==> config.mk <==
export PLATFORM = sky130hd
export DESIGN_NAME = md_unit
export DESIGN_NICKNAME = d
export VERILOG_FILES = /design/src/rtl/md_unit_pkg.sv /design/src/rtl/md_divstep.sv /design/src/rtl/md_unit.sv
export SDC_FILE = /design/constraint.sdc
export NUM_CORES = 1
export LEC_CHECK = 0
export ABC_CLOCK_PERIOD_IN_PS = 4100
export CELL_PAD_IN_SITES_DETAIL_PLACEMENT = 2
export CELL_PAD_IN_SITES_GLOBAL_PLACEMENT = 2
export CORE_MARGIN = 2
export CORE_UTILIZATION = 31
export DETAILED_ROUTE_END_ITERATION = 8
export GPL_TIMING_DRIVEN = 0
export PLACE_DENSITY = 0.8
export RECOVER_POWER = 50
export SYNTH_ARGS = -nofsm -noshare
export SYNTH_HDL_FRONTEND = slang
export SYNTH_HIERARCHICAL = 1
export SYNTH_SLANG_ARGS = --single-unit
export TNS_END_PERCENT = 30
==> constraint.sdc <==
create_clock -name clk -period 4.1 [get_ports clk]
set_clock_uncertainty 0.2 [all_clocks]
set_input_delay 0.82 -clock clk [delete_from_list [all_inputs] [get_ports clk]]
set_output_delay 0.82 -clock clk [all_outputs]
set_load 0.02 [all_outputs]
==> src/rtl/md_unit_pkg.sv <==
// Shared encodings for the HI/LO multiply/divide unit: MDIV-class op codes and
// the iteration state machine.
package md_unit_pkg;

  typedef enum logic [1:0] {
    MD_MULTU = 2'd0,
    MD_DIVU  = 2'd1,
    MD_MTHI  = 2'd2,
    MD_MTLO  = 2'd3
  } md_op_e;

  typedef enum logic [1:0] {
    MDS_IDLE = 2'd0,
    MDS_MUL  = 2'd1,
    MDS_DIV  = 2'd2
  } md_state_e;

endpackage

==> src/rtl/md_divstep.sv <==
// One unsigned restoring-division step: shift the next dividend bit into the
// partial remainder and subtract the divisor if that does not borrow.
module md_divstep #(
  parameter int WIDTH = 32
) (
  input  logic [WIDTH-1:0] i_rem,
  input  logic             i_dividend_msb,
  input  logic [WIDTH-1:0] i_divisor,
  output logic [WIDTH-1:0] o_rem,
  output logic             o_q_bit
);

  logic [WIDTH:0] w_shifted;
  logic [WIDTH:0] w_trial;

  // The shifted remainder needs WIDTH+1 bits; the top bit is the borrow.
  assign w_shifted = {i_rem, i_dividend_msb};
  assign w_trial   = w_shifted - {1'b0, i_divisor};
  assign o_q_bit   = ~w_trial[WIDTH];
  assign o_rem     = o_q_bit ? w_trial[WIDTH-1:0] : w_shifted[WIDTH-1:0];

endmodule

==> src/rtl/md_unit.sv <==
// Iterative radix-2 HI/LO multiply/divide unit for the EX stage: MULTU/DIVU
// take WIDTH cycles, MTHI/MTLO write in one.
module md_unit #(
  parameter int WIDTH = 32
) (
  input  logic             clk,
  input  logic             rst,
  input  logic             start,
  input  logic [1:0]       md_op,
  input  logic [WIDTH-1:0] op_a,
  input  logic [WIDTH-1:0] op_b,
  output logic             busy,
  output logic             done,
  output logic             div_zero,
  output logic [WIDTH-1:0] hi,
  output logic [WIDTH-1:0] lo
);
  import md_unit_pkg::*;

  localparam int CW = $clog2(WIDTH);
  localparam logic [CW-1:0] LAST_CNT = CW'(WIDTH - 1);

  md_state_e        r_state;
  md_state_e        w_state_nxt;
  logic [CW-1:0]    r_cnt;
  logic [WIDTH-1:0] r_opnd;     // multiplicand (MUL) or divisor (DIV)
  logic [WIDTH-1:0] r_shift;    // multiplier shifting right, or dividend/quotient shifting left
  logic [2*WIDTH-1:0] r_acc;
  logic [WIDTH-1:0] r_rem;
  logic [WIDTH-1:0] r_hi;
  logic [WIDTH-1:0] r_lo;
  logic             r_done;
  logic             r_div_zero;

  logic               w_last;
  logic [WIDTH:0]     w_sum;
  logic [2*WIDTH-1:0] w_acc_nxt;
  logic [WIDTH-1:0]   w_rem_nxt;
  logic               w_q_bit;
  logic [WIDTH-1:0]   w_quo_nxt;

  assign w_last = (r_cnt == LAST_CNT);

  // Multiply step: add into the upper half with carry kept, then shift right.
  assign w_sum     = {1'b0, r_acc[2*WIDTH-1:WIDTH]} + (r_shift[0] ? {1'b0, r_opnd} : '0);
  assign w_acc_nxt = {w_sum, r_acc[WIDTH-1:1]};

  md_divstep #(.WIDTH(WIDTH)) u_divstep (
    .i_rem          (r_rem),
    .i_dividend_msb (r_shift[WIDTH-1]),
    .i_divisor      (r_opnd),
    .o_rem          (w_rem_nxt),
    .o_q_bit        (w_q_bit)
  );
  assign w_quo_nxt = {r_shift[WIDTH-2:0], w_q_bit};

  // NOTE: next-state is defaulted to the current state first so no path leaves it unassigned (no latch).
  always_comb begin
    w_state_nxt = r_state;
    case (r_state)
      MDS_IDLE: begin
        if (start) begin
          if (md_op_e'(md_op) == MD_MULTU)     w_state_nxt = MDS_MUL;
          else if (md_op_e'(md_op) == MD_DIVU) w_state_nxt = MDS_DIV;
        end
      end
      MDS_MUL, MDS_DIV: if (w_last) w_state_nxt = MDS_IDLE;
      default:          w_state_nxt = MDS_IDLE;
    endcase
  end

  // NOTE: all state here is updated with non-blocking assignments so every register sees pre-edge values.
  always_ff @(posedge clk) begin
    if (rst) begin
      r_state    <= MDS_IDLE;
      r_cnt      <= '0;
      r_opnd     <= '0;
      r_shift    <= '0;
      r_acc      <= '0;
      r_rem      <= '0;
      r_hi       <= '0;
      r_lo       <= '0;
      r_done     <= 1'b0;
      r_div_zero <= 1'b0;
    end else begin
      r_state <= w_state_nxt;
      r_done  <= 1'b0;
      case (r_state)
        MDS_IDLE: begin
          if (start) begin
            case (md_op_e'(md_op))
              MD_MTHI: r_hi <= op_a;
              MD_MTLO: r_lo <= op_a;
              MD_MULTU: begin
                r_opnd  <= op_a;
                r_shift <= op_b;
                r_acc   <= '0;
                r_cnt   <= '0;
              end
              MD_DIVU: begin
                r_opnd     <= op_b;
                r_shift    <= op_a;
                r_rem      <= '0;
                r_cnt      <= '0;
                r_div_zero <= (op_b == '0);
              end
              default: ;
            endcase
          end
        end
        MDS_MUL: begin
          r_acc   <= w_acc_nxt;
          r_shift <= r_shift >> 1;
          r_cnt   <= r_cnt + 1'b1;
          if (w_last) begin
            r_hi   <= w_acc_nxt[2*WIDTH-1:WIDTH];
            r_lo   <= w_acc_nxt[WIDTH-1:0];
            r_done <= 1'b1;
          end
        end
        MDS_DIV: begin
          r_rem   <= w_rem_nxt;
          r_shift <= w_quo_nxt;
          r_cnt   <= r_cnt + 1'b1;
          if (w_last) begin
            r_hi   <= w_rem_nxt;
            r_lo   <= w_quo_nxt;
            r_done <= 1'b1;
          end
        end
        default: ;
      endcase
    end
  end

  assign busy     = (r_state != MDS_IDLE);
  assign done     = r_done;
  assign div_zero = r_div_zero;
  assign hi       = r_hi;
  assign lo       = r_lo;

endmodule

==> metrics.md, run 1 <==
| Metric | Value |
|---|---|
| Status | complete, but fails checks |
| Failing checks | setup timing |
| Crit Path Max Fanout | 8 |
| DR top layer | met5 |
| YS warnings | 6 |
| Met2 routed WL | 35300 um |
| First-pass GRT wire length | 111000 um |
| Setup WS pre-CTS | -1.10 ns |
| Final Hold Violating Endpoints | 0 |
| RSZ-0062 raised after global routing | yes |
| Setup TNS | -3.28 ns |
| Vias | 16153 |
| Final Cycle Share | 105% |
| Total grt overflow | 0 |
| Clock power frac | 40.2% |
| Largest cells by area after synthesis | dfxtp_1 (31%), a21oi_1 (7.2%), nand2_1 (6.6%) |
| Start of the worst register-to-register path | r_shift[31] |
| Yosys top cell by area | dfxtp_1 |
| Via density | 5.87 |
| CTS clk-pin slew, worst paths | 0.07 ns |
| Worst EP arrival | 4.57 ns |
| Sequential share of the synthesized area | 31.0% |
| CTS root buf | clkbuf_16 |
| Crit path capture type | register |
| FF-to-FF End | hi[15] |
| P&R area growth vs syn | 24.6% |
| CORE AREA | 47700 sq um |
| Comb power frac | 22.9% |
| Fmax achieved | 0.232 GHz |
| Final WS setup | -0.210 ns |
| Post-synth top area share | 31.0% |
| GPL Wtd Cong | 0.900 |
| Syn nets | 2068 |
| Synth Register Bits | 232 |
| Flop-to-flop setup slack | -0.21 ns |
| First-pass iteration count of the detailed router | 5 |
| FP Rows | 80 |
| Yosys cell types | 103 |
| H-tree depth | 1 |
| DRT antenna net count | 0 |
| Fin nets | 2256 |
| Final Setup Violations | 31 |
| Initial antenna violation count | 4 |
| PwrDens | 361 nW/um^2 |
| Slew @ Worst Pin | 1.19 ns |
| DIE HEIGHT | 224 um |
| Worst r2r path cells | 19 |
| Starting Density | 31.4% |
| CTS tree | yes |
| Hold EP | hi[10] |
| Switching power | 0.00226 W |
| IO Count | 136 |
| Later-pin clock latency in the skew report | 0.59 ns |
| Ant diodes | 0 |
| Cell area after synthesis | 15000 sq um |
| Ys flop type | dfxtp_1 |
| Mapped Cells | 1927 |
| Max_cap viols | 0 |
| Remaining DRCs | 0 |
| Max-slew headroom | 20.8% |
| Clock Sinks | 232 |
| GRT Total Usage | 29.1% |
| Max-slew violation count | 0 |
| Chip Width | 224 um |
| Die area | 50100 sq um |
| Wire length on met3 | 3620 um |
| Routed WL per cell | 26.8 um |
| Min cycle time layout | 4.31 ns |
| Design area | 18700 sq um |
| Crit path launch type | register |
| Met1 WL | 31300 um |
| Ys async rst share | 0% |
| Initial DRC count | 1051 |
| Total Routed Length | 73800 um |
| Syn avg cell area | 7.77 sq um |
| Hpwl dp | 56900 um |
| Largest net degree at the start of global routing | 15 |
| Worst Hold Depth | 2 |
| WP data required | 4.35 ns |
| Filler Cells Inserted | 5358 |
| Clk buf depth | 3 |
| Post-synth EDFFs | 0 |
| Leak | 7.02 nW |
| Crit Path Class | reg -> reg |
| DP Area | 17100 sq um |
| CTS buffer count | 29 |
| Max VDD drop | 0.293 mV |
| HP Start | hi[10] |
| Layout cell share with drive strength beyond 1 | 10.1% |
| Internal power | 0.00448 W |
| Vias in the first global route | 17683 |
| Port-buffer cells | 135 |
| Seq pwr share | 36.9% |
| Switching Share | 33.6% |
| Hold crit path type | reg -> reg |
| Final Core Density | 39.1% |
[per-stage QoR]
stage	std cells	hold slack [ns]	power, W
6_report	2751	0.254	0.00674
5_1_grt	2751	0.280	0.00699
4_1_cts	2747	0.261	0.00674
3_5_place_dp	2677	0.250	0.00399
3_3_place_gp	2677	0.245	0.00395
2_1_floorplan	1927	0.232	0.00331
[layout by cell type (no fill, tap or decap), drive strengths merged, types with 24 or more instances in the layout]
cell and instances:
xnor2 26, nor2b 41, clkdlybuf4s50 66, buf 60, and2 41, nor2 197, dfxtp 232, ha 70
a21oi 219, a21o 38, mux2i 37, inv 45, a211oi 78, clkbuf 146, a311oi 70, o21ai 46
nand2 265, nand3 102, mux2 24, xor2 27, dlygate4sd3 70
[worst max-delay path by stage]
stage                            from     end  cells after the start
after CTS                 r_shift[31]  hi[26]                     19
after floorplan           r_shift[31]  hi[18]                     19
after global placement    r_shift[31]  hi[22]                     17
final                     r_shift[31]  hi[15]                     19
after detailed placement  r_shift[31]  hi[22]                     17
after global routing      r_shift[31]  hi[26]                     19
[power groups by stage]
stage	Clock, W	Combinational, W	Sequential, W
2_1_floorplan	0	0.000762	0.00255
3_3_place_gp	0	0.00142	0.00252
3_5_place_dp	0	0.00146	0.00253
4_1_cts	0.00273	0.00152	0.00248
5_1_grt	0.00285	0.00164	0.00250
6_report	0.00271	0.00154	0.00249
[sequential cells by signal (all words and copies together) (netlist names)]
signal / cells
r_acc: 63
hi: 32
lo: 32
r_opnd: 32
r_rem: 32
r_shift: 32
r_cnt: 5
r_state: 2
div_zero: 1
done: 1
[final cells by class]
type / count / area [sq um] / area share, %
clock buffer: 35 / 778 / 4.17
clock inverter: 17 / 198 / 1.06
timing repair buffer: 157 / 1570 / 8.43
multi-input combinational: 1499 / 9820 / 52.6
sequential: 232 / 4660 / 25.0
inverter: 44 / 180 / 0.965
tap: 615 / 769 / 4.12
buffer: 152 / 682 / 3.65
[what timing repair did]
| item | in CTS | in global routing |
|---|---|---|
| resized for setup | 50 | 32 |
| gates cloned | 1 | 0 |
| hold buffers | 0 | 0 |
| endpoints found under the setup margin | 66 | 52 |
| pin swaps | 27 | 12 |
| setup buffers | 17 | 4 |
[synthesized netlist by cell type (all sizes together) (27+ instances only)]
cell type,n
a211oi,78
a21o,38
a21oi,219
a311oi,70
and2,41
buf,44
clkbuf,106
dfxtp,232
ha,70
inv,44
mux2i,37
nand2,265
nand3,102
nor2,197
nor2b,41
o21ai,46
xor2,27
[cell families (layout without fill, tap and decap cells)]
family	after synthesis	in the layout	synth area share, %
fa+ha+maj	72	72	6.12
buf+inv	196	405	5.73
compound gates	577	577	26.6
xor+xnor	53	53	3.10
simple gates	736	736	22.6
flops	232	232	31.0
mux	61	61	4.84
[critical path: stages (launching register included)]
cell and delay (ns):
dfxtp_4 0.41, inv_4 0.05, ha_4 0.16, fa_2 0.35, and2b_1 0.24, o2111ai_2 0.16
a21oi_2 0.27, o2111ai_4 0.21, a211oi_4 0.33, nor2_4 0.08, mux2i_4 0.24, and2_4 0.20
buf_12 0.14, inv_12 0.05, bufbuf_16 0.26, mux2_4 0.34, nand2_2 0.10, a2111oi_4 0.09
a31oi_1 0.19, o41ai_1 0.09
[metal layers]
layer  up-vias  GRT usage (%)
met5         -              0
met4         2           12.2
met3       156           3.23
met2       467           50.5
met1      8183           36.5
li1       7345              -
No activity file was read; power rests on OpenSTA's default activity.
==> run 2, diff against run 1 <==
Settings changed: SYNTH_HIERARCHICAL 1 to default.
==> metrics.md, run 2 <==
| Metric | Value |
|---|---|
| Status | complete, but fails checks |
| Failing checks | slew limit |
| Leak | 6.42 nW (-8.5%) |
| H-tree depth | 1 (unchanged) |
| CORE AREA | 47500 sq um (-0.42%) |
| CTS root buf | clkbuf_16 |
| Placed Cells incl. Taps | 2730 (+2.0%) |
| Crit path capture type | register |
| Ys flop type | dfxtp_1 |
| YS warnings | 0 (-6) |
| Crit path launch type | register |
| DRT antenna net count | 0 (unchanged) |
| Switching power | 0.00232 W (+2.6%) |
| Slew @ Worst Pin | 1.51 ns (+0.319 ns) |
| Die area | 49700 sq um (-0.77%) |
| DIE HEIGHT | 223 um (-0.39%) |
| Number of buffers inserted by hold repair at cts | 0 (unchanged) |
| Most frequent cells after synthesis | nand2_1 (263), dfxtp_1 (232), a21oi_1 (222), nor2_1 (213), clkbuf_1 (114) |
| Post-synth EDFFs | 0 (unchanged) |
| GPL Wtd Cong | 0.915 (+1.7%) |
| Total Routed Length | 75700 um (+2.6%) |
| Clock Sinks | 232 (unchanged) |
| Chip Width | 223 um (-0.39%) |
| Min cycle time layout | 4.07 ns (-0.236 ns) |
| Seq pwr share | 37.8% (+0.9 points) |
| Ys async rst share | 0% (unchanged) |
| Switching Share | 35.0% (+1.4 points) |
| Synth Register Bits | 232 (unchanged) |
| Internal power | 0.00432 W (-3.6%) |
| Clock power frac | 36.9% (-3.3 points) |
| Crit Path Max Fanout | 10 (+2) |
| Starting Density | 31.2% (-0.12 points) |
| Yosys cell types | 87 (-16%) |
| Comb power frac | 25.3% (+2.4 points) |
| Post-synth top area share | 31.3% (+0.25 points) |
| Largest register FFs | 63 (unchanged) |
| Layout cell share with drive strength beyond 1 | 5.04% (-5.1 points) |
| Max_cap viols | 0 (unchanged) |
| Remaining DRCs | 0 (unchanged) |
| First-pass GRT wire length | 113000 um (+1.9%) |
| Most frequent cells in the layout | nand2_1 (263), dfxtp_1 (231), a21oi_1 (222) |
| Fmax achieved | 0.245 GHz (+5.8%) |
| Sequential share of the synthesized area | 31.3% (+0.25 points) |
| Mapped Cells | 1981 (+2.8%) |
| Vias in the first global route | 17567 (-0.66%) |
| CTS buffer count | 27 (-6.9%) |
| Port-buffer cells | 134 (-0.74%) |
| Max VDD drop | 0.270 mV (-7.9%) |
| Hpwl dp | 59600 um (+4.6%) |
| FP Rows | 80 (unchanged) |
| IO Count | 136 (unchanged) |
| Max-slew violation count | 10 (+10) |
| Initial DRC count | 1119 (+6.5%) |
| CTS tree | yes |
| Final Setup Violations | 0 (-100%) |
| Delay-heaviest family, CP | compound AO/OA/AOI/OAI gates |
| Largest cells by area after synthesis | dfxtp_1 (31%), a21oi_1 (7.5%), nand2_1 (6.6%) |
| Worst EP arrival | 4.26 ns (-0.31 ns) |
| Vias | 16548 (+2.4%) |
| PwrDens | 370 nW/um^2 (+2.3%) |
| CP Buf/Inv Count | 2 (-2) |
| Filler Cells Inserted | 5455 (+1.8%) |
| GRT Total Usage | 29.9% (+0.79 points) |
| Later-pin clock latency in the skew report | 0.57 ns (-0.02 ns) |
| Crit Path Class | reg -> reg |
| Clk buf depth | 3 (unchanged) |
| Final std cells w/o fill | 2776 (+0.91%) |
| Most numerous cell in the Yosys netlist | nand2_1 |
| Most common cell after layout, fill and taps aside | nand2_1 |
| Via density | 5.96 (+1.5%) |
| Slowest-stage cell, CP | fa_1 |
| WP data required | 4.29 ns (-0.06 ns) |
| Ant diodes | 0 (unchanged) |
| Crit-path cells | ha_1 > inv_1 > fa_1 > a211oi_2 > o21ai_2 > o311ai_4 > nand3_2 > and3_4 > nor3_4 > buf_2 > nor3_1 > o21ai_1 > a311oi_1 |
| CTS clk-pin slew, worst paths | 0.06 ns (about the same) |
| Syn nets | 2122 (+2.6%) |
| Final Cycle Share | 99.4% (-5.8 points) |
| Syn avg cell area | 7.50 sq um (-3.5%) |
| Largest net degree at the start of global routing | 14 (-1) |
| P&R area growth vs syn | 20.9% |
| RSZ-0062 raised after global routing | yes |
| Cell area after synthesis | 14900 sq um (-0.79%) |
| Fin nets | 2286 (+1.3%) |
| First-pass iteration count of the detailed router | 5 (unchanged) |
| Critical Path Max Stage Delay | 0.48 ns (+0.07 ns) |
| Initial antenna violation count | 0 (-4) |
| Max-slew headroom | -0.403% (-21 points) |
| Routed WL per cell | 27.3 um (+1.7%) |
| Setup TNS | 0 ns (+3.28 ns) |
| Most flop-heavy register | r_acc |
| Hold crit path type | reg -> reg |
| Total grt overflow | 0 (unchanged) |
| Yosys top cell by area | dfxtp_1 |
| Final Hold Violating Endpoints | 0 (unchanged) |
==> run 2: cell type report <==
type                    instances  area (sq um)  share of cell area, %
multi-input cells            1542          9500                   52.9
flip-flops and latches        232          4650                   25.9
repair buffers                135          1360                   7.58
well taps                     615           769                   4.28
clock buffers                  35           746                   4.15
plain buffers                 146           598                   3.33
inverters                      61           229                   1.27
clock inverters                10           114                  0.634
==> run 2: kinds of logic after synthesis <==
family	share of synthesized area, %
simple gates	22.5
compound gates	29.1
xor+xnor	2.54
flops	31.3
buf+inv	5.51
mux	2.92
fa+ha+maj	6.17
==> run 2: repair_timing <==
action / CTS / global route
buffers inserted: 0 / 1
hold endpoints to repair: 0 / 0
pin swaps: 1 / 1
setup endpoints to repair: 24 / 42
gates resized for setup: 16 / 23
==> run 2: power groups by stage <==
stage / combinational (W) / clock [W] / sequential [W]
final: 0.00168 / 0.00245 / 0.00251
after global routing: 0.00179 / 0.00256 / 0.00252
after CTS: 0.00167 / 0.00247 / 0.00251
after detailed placement: 0.00165 / 0 / 0.00256
after global placement: 0.00161 / 0 / 0.00255
after floorplan: 0.000876 / 0 / 0.00257
==> run 2: worst paths after layout <==
| path | from | to | slack (ns) | depth (start not counted) |
|---|---|---|---|---|
| worst max-delay path | r_opnd[0] | hi[4] | 0.03 | 13 |
| worst min-delay path | r_acc[32] | r_acc[32] | 0.26 | 2 |
| worst max register to register | r_opnd[0] | hi[4] | 0.03 | 13 |
| worst min register to register | r_acc[32] | r_acc[32] | 0.26 | 2 |
==> run 2: worst min-delay path: stages (launching register included) <==
cell and delay, ns:
dfxtp_1 0.31, nand2_1 0.05, a21oi_1 0.05
==> run 2: stage by stage <==
stage          power (W)  area, sq um  setup WS, ns  util [%]  hold slack, ns
2_1_floorplan    0.00344        14900         0.767         -           0.232
3_3_place_gp     0.00416        17000        -0.504      35.7           0.246
3_5_place_dp     0.00421        17000        -0.510      35.7           0.257
4_1_cts          0.00666        17900       -0.0322      37.6           0.265
5_1_grt          0.00687        18000       -0.0774      37.8           0.283
6_report         0.00664        18000        0.0257      37.8           0.263
==> run 2: routing by layer <==
| layer | part of all wire (%) | vias up | track usage (%) |
|---|---|---|---|
| met5 | 0 | - | 0 |
| met4 | 3.5 | 0 | 10.2 |
| met3 | 4.6 | 143 | 2.48 |
| met2 | 48 | 498 | 52.3 |
| met1 | 44 | 8398 | 38.6 |
| li1 | - | 7509 | - |
==> run 3, diff against run 2 <==
Settings changed: RECOVER_POWER 50 to default.
==> metrics.md, run 3 (synthesized netlist as in run 2, its figures left out) <==
| Metric | Value |
|---|---|
| Seq pwr share | 37.8% (about the same) |
| Remaining DRCs | 0 (unchanged) |
| H-tree depth | 1 (unchanged) |
| GRT Total Usage | 29.9% (unchanged) |
| Ant diodes | 0 (unchanged) |
| CORE AREA | 47500 sq um (unchanged) |
| Largest net degree at the start of global routing | 14 (unchanged) |
| Crit Path Class | reg -> reg |
| Delay-heaviest family, CP | compound AO/OA/AOI/OAI gates |
| CTS root buf | clkbuf_16 |
| DP Area | 17000 sq um (unchanged) |
| Final Cycle Share | 99.6% (+0.27 points) |
| Vias in the first global route | 17567 (unchanged) |
| Starting Density | 31.2% (unchanged) |
| Via density | 5.95 (-0.18%) |
| Crit path capture type | register |
| CP Buf/Inv Count | 2 (unchanged) |
| Leak | 6.23 nW (-3.0%) |
| Fmax achieved | 0.245 GHz (-0.27%) |
| Initial DRC count | 1135 (+1.4%) |
| Max-slew headroom | -0.658% (-0.25 points) |
| Internal power | 0.00434 W (+0.55%) |
| P&R area growth vs syn | 21.0% (about the same) |
| PwrDens | 371 nW/um^2 (+0.29%) |
| Clock power frac | 36.7% (-0.2 points) |
| Most frequent cells in the layout | nand2_1 (263), dfxtp_1 (231), a21oi_1 (222) |
| Failing checks | slew limit |
| Max_cap viols | 0 (unchanged) |
| Layout cell share with drive strength beyond 1 | 5.14% (+0.093 points) |
| Slew @ Worst Pin | 1.51 ns (+0.00382 ns) |
| Comb power frac | 25.5% (+0.2 points) |
| Later-pin clock latency in the skew report | 0.57 ns (about the same) |
| CTS tree | yes |
| CTS clk-pin slew, worst paths | 0.06 ns (about the same) |
| Max VDD drop | 0.269 mV (-0.49%) |
| Slowest-stage cell, CP | fa_1 |
| Chip Width | 223 um (unchanged) |
| Setup WS pre-CTS | -0.510 ns (unchanged) |
| Total Routed Length | 75600 um (-0.18%) |
| DIE HEIGHT | 223 um (unchanged) |
| Hold crit path type | reg -> reg |
| DRT antenna net count | 0 (unchanged) |
| First-pass iteration count of the detailed router | 5 (unchanged) |
| FP Rows | 80 (unchanged) |
| Largest register FFs | 63 (unchanged) |
| CTS buffer count | 27 (unchanged) |
| Total power | 0.00666 W (+0.30%) |
| Final Setup Violations | 0 (unchanged) |
| Hpwl dp | 59600 um (unchanged) |
| Total grt overflow | 0 (unchanged) |
| Most flop-heavy register | r_acc |
| Initial antenna violation count | 0 (unchanged) |
| Min cycle time layout | 4.09 ns (+0.0112 ns) |
| Critical Path Max Stage Delay | 0.48 ns (about the same) |
| First-pass GRT wire length | 113000 um (unchanged) |
| Routed WL per cell | 27.2 um (-0.18%) |
| Switching power | 0.00232 W (-0.16%) |
| GPL Wtd Cong | 0.915 (unchanged) |
| Crit path launch type | register |
| Clock Sinks | 232 (unchanged) |
| Vias | 16519 (-0.18%) |
| Final Core Density | 37.8% (about the same) |
| WP data required | 4.31 ns (+0.02 ns) |
| Worst EP arrival | 4.29 ns (+0.03 ns) |
| Final hold slack | 0.265 ns (+0.00111 ns) |
| Status | complete, but fails checks |
| Clk buf depth | 3 (unchanged) |
| Die area | 49700 sq um (unchanged) |
| IO Count | 136 (unchanged) |
| RSZ-0062 raised after global routing | yes |
| Switching Share | 34.8% (-0.16 points) |
| Port-buffer cells | 134 (unchanged) |
| Crit-path cells | ha_1 > inv_1 > fa_1 > a211oi_2 > o21ai_2 > o311ai_4 > nand3_2 > and3_4 > nor3_4 > nor2_4 > buf_4 > o211ai_1 > a211oi_1 |
| Final WS setup | 0.0145 ns (-0.0112 ns) |
| Fin nets | 2286 (unchanged) |
| Crit Path Max Fanout | 10 (unchanged) |
| Most common cell after layout, fill and taps aside | nand2_1 |
| Max-slew violation count | 10 (unchanged) |
| Design area | 18000 sq um (about the same) |
| Final Hold Violating Endpoints | 0 (unchanged) |
## run 3: path summary, 6_finish.rpt
| kind | depth (start not counted) | start | to | slack [ns] |
|---|---|---|---|---|
| min reg2reg | 2 | r_acc[59] | r_acc[59] | 0.26 |
| min | 2 | r_acc[59] | r_acc[59] | 0.26 |
| max | 13 | r_opnd[0] | hi[8] | 0.01 |
| max reg2reg | 13 | r_opnd[0] | hi[8] | 0.01 |
## run 3: what timing repair did
action	4_1_cts	5_1_grt
hold endpoints to repair	0	0
hold buffers	0	0
gates resized for setup	16	23
endpoints found under the setup margin	24	42
buffers inserted	0	1
pin swaps	1	1
## run 3: through the flow
stage	setup TNS [ns]	instances
detailed placement	-6.94	2730
finish	0	2776
global placement	-4.77	2730
global route	-0.161	2776
floorplan	0	1981
CTS	-0.0322	2775
## run 3: per-layer routing
layer / vias up / global-route usage (%) / part of all wire, %
li1: 7513 / - / -
met2: 462 / 52.3 / 49
met4: 0 / 10.2 / 3.5
met5: - / 0 / 0
met3: 130 / 2.48 / 4.4
met1: 8414 / 38.6 / 44
## run 3: tightest hold or removal path: cells and delay by family (launching register included)
family | cells | cell delay (ns)
AOI/OAI and AO/OA | 1 | 0.05
and+or+nand+nor | 1 | 0.05
DFF | 1 | 0.31
## run 3: layout make-up
| type | instances | area, sq um |
|---|---|---|
| Tap cell | 615 | 769 |
| Sequential cell | 232 | 4650 |
| Fill cell | 5453 | 29600 |
| Clock buffer | 35 | 746 |
| Clock inverter | 10 | 114 |
| Buffer | 146 | 601 |
| Inverter | 61 | 229 |
| Timing Repair Buffer | 135 | 1360 |
| Multi-Input combinational cell | 1542 | 9500 |
## run 3: power groups by stage
stage                     logic (W)  registers [W]  clock network (W)
after floorplan            0.000876        0.00257                  0
after global placement      0.00161        0.00255                  0
after detailed placement    0.00165        0.00256                  0
after CTS                   0.00167        0.00251            0.00247
after global routing        0.00182        0.00252            0.00256
final                       0.00170        0.00251            0.00245
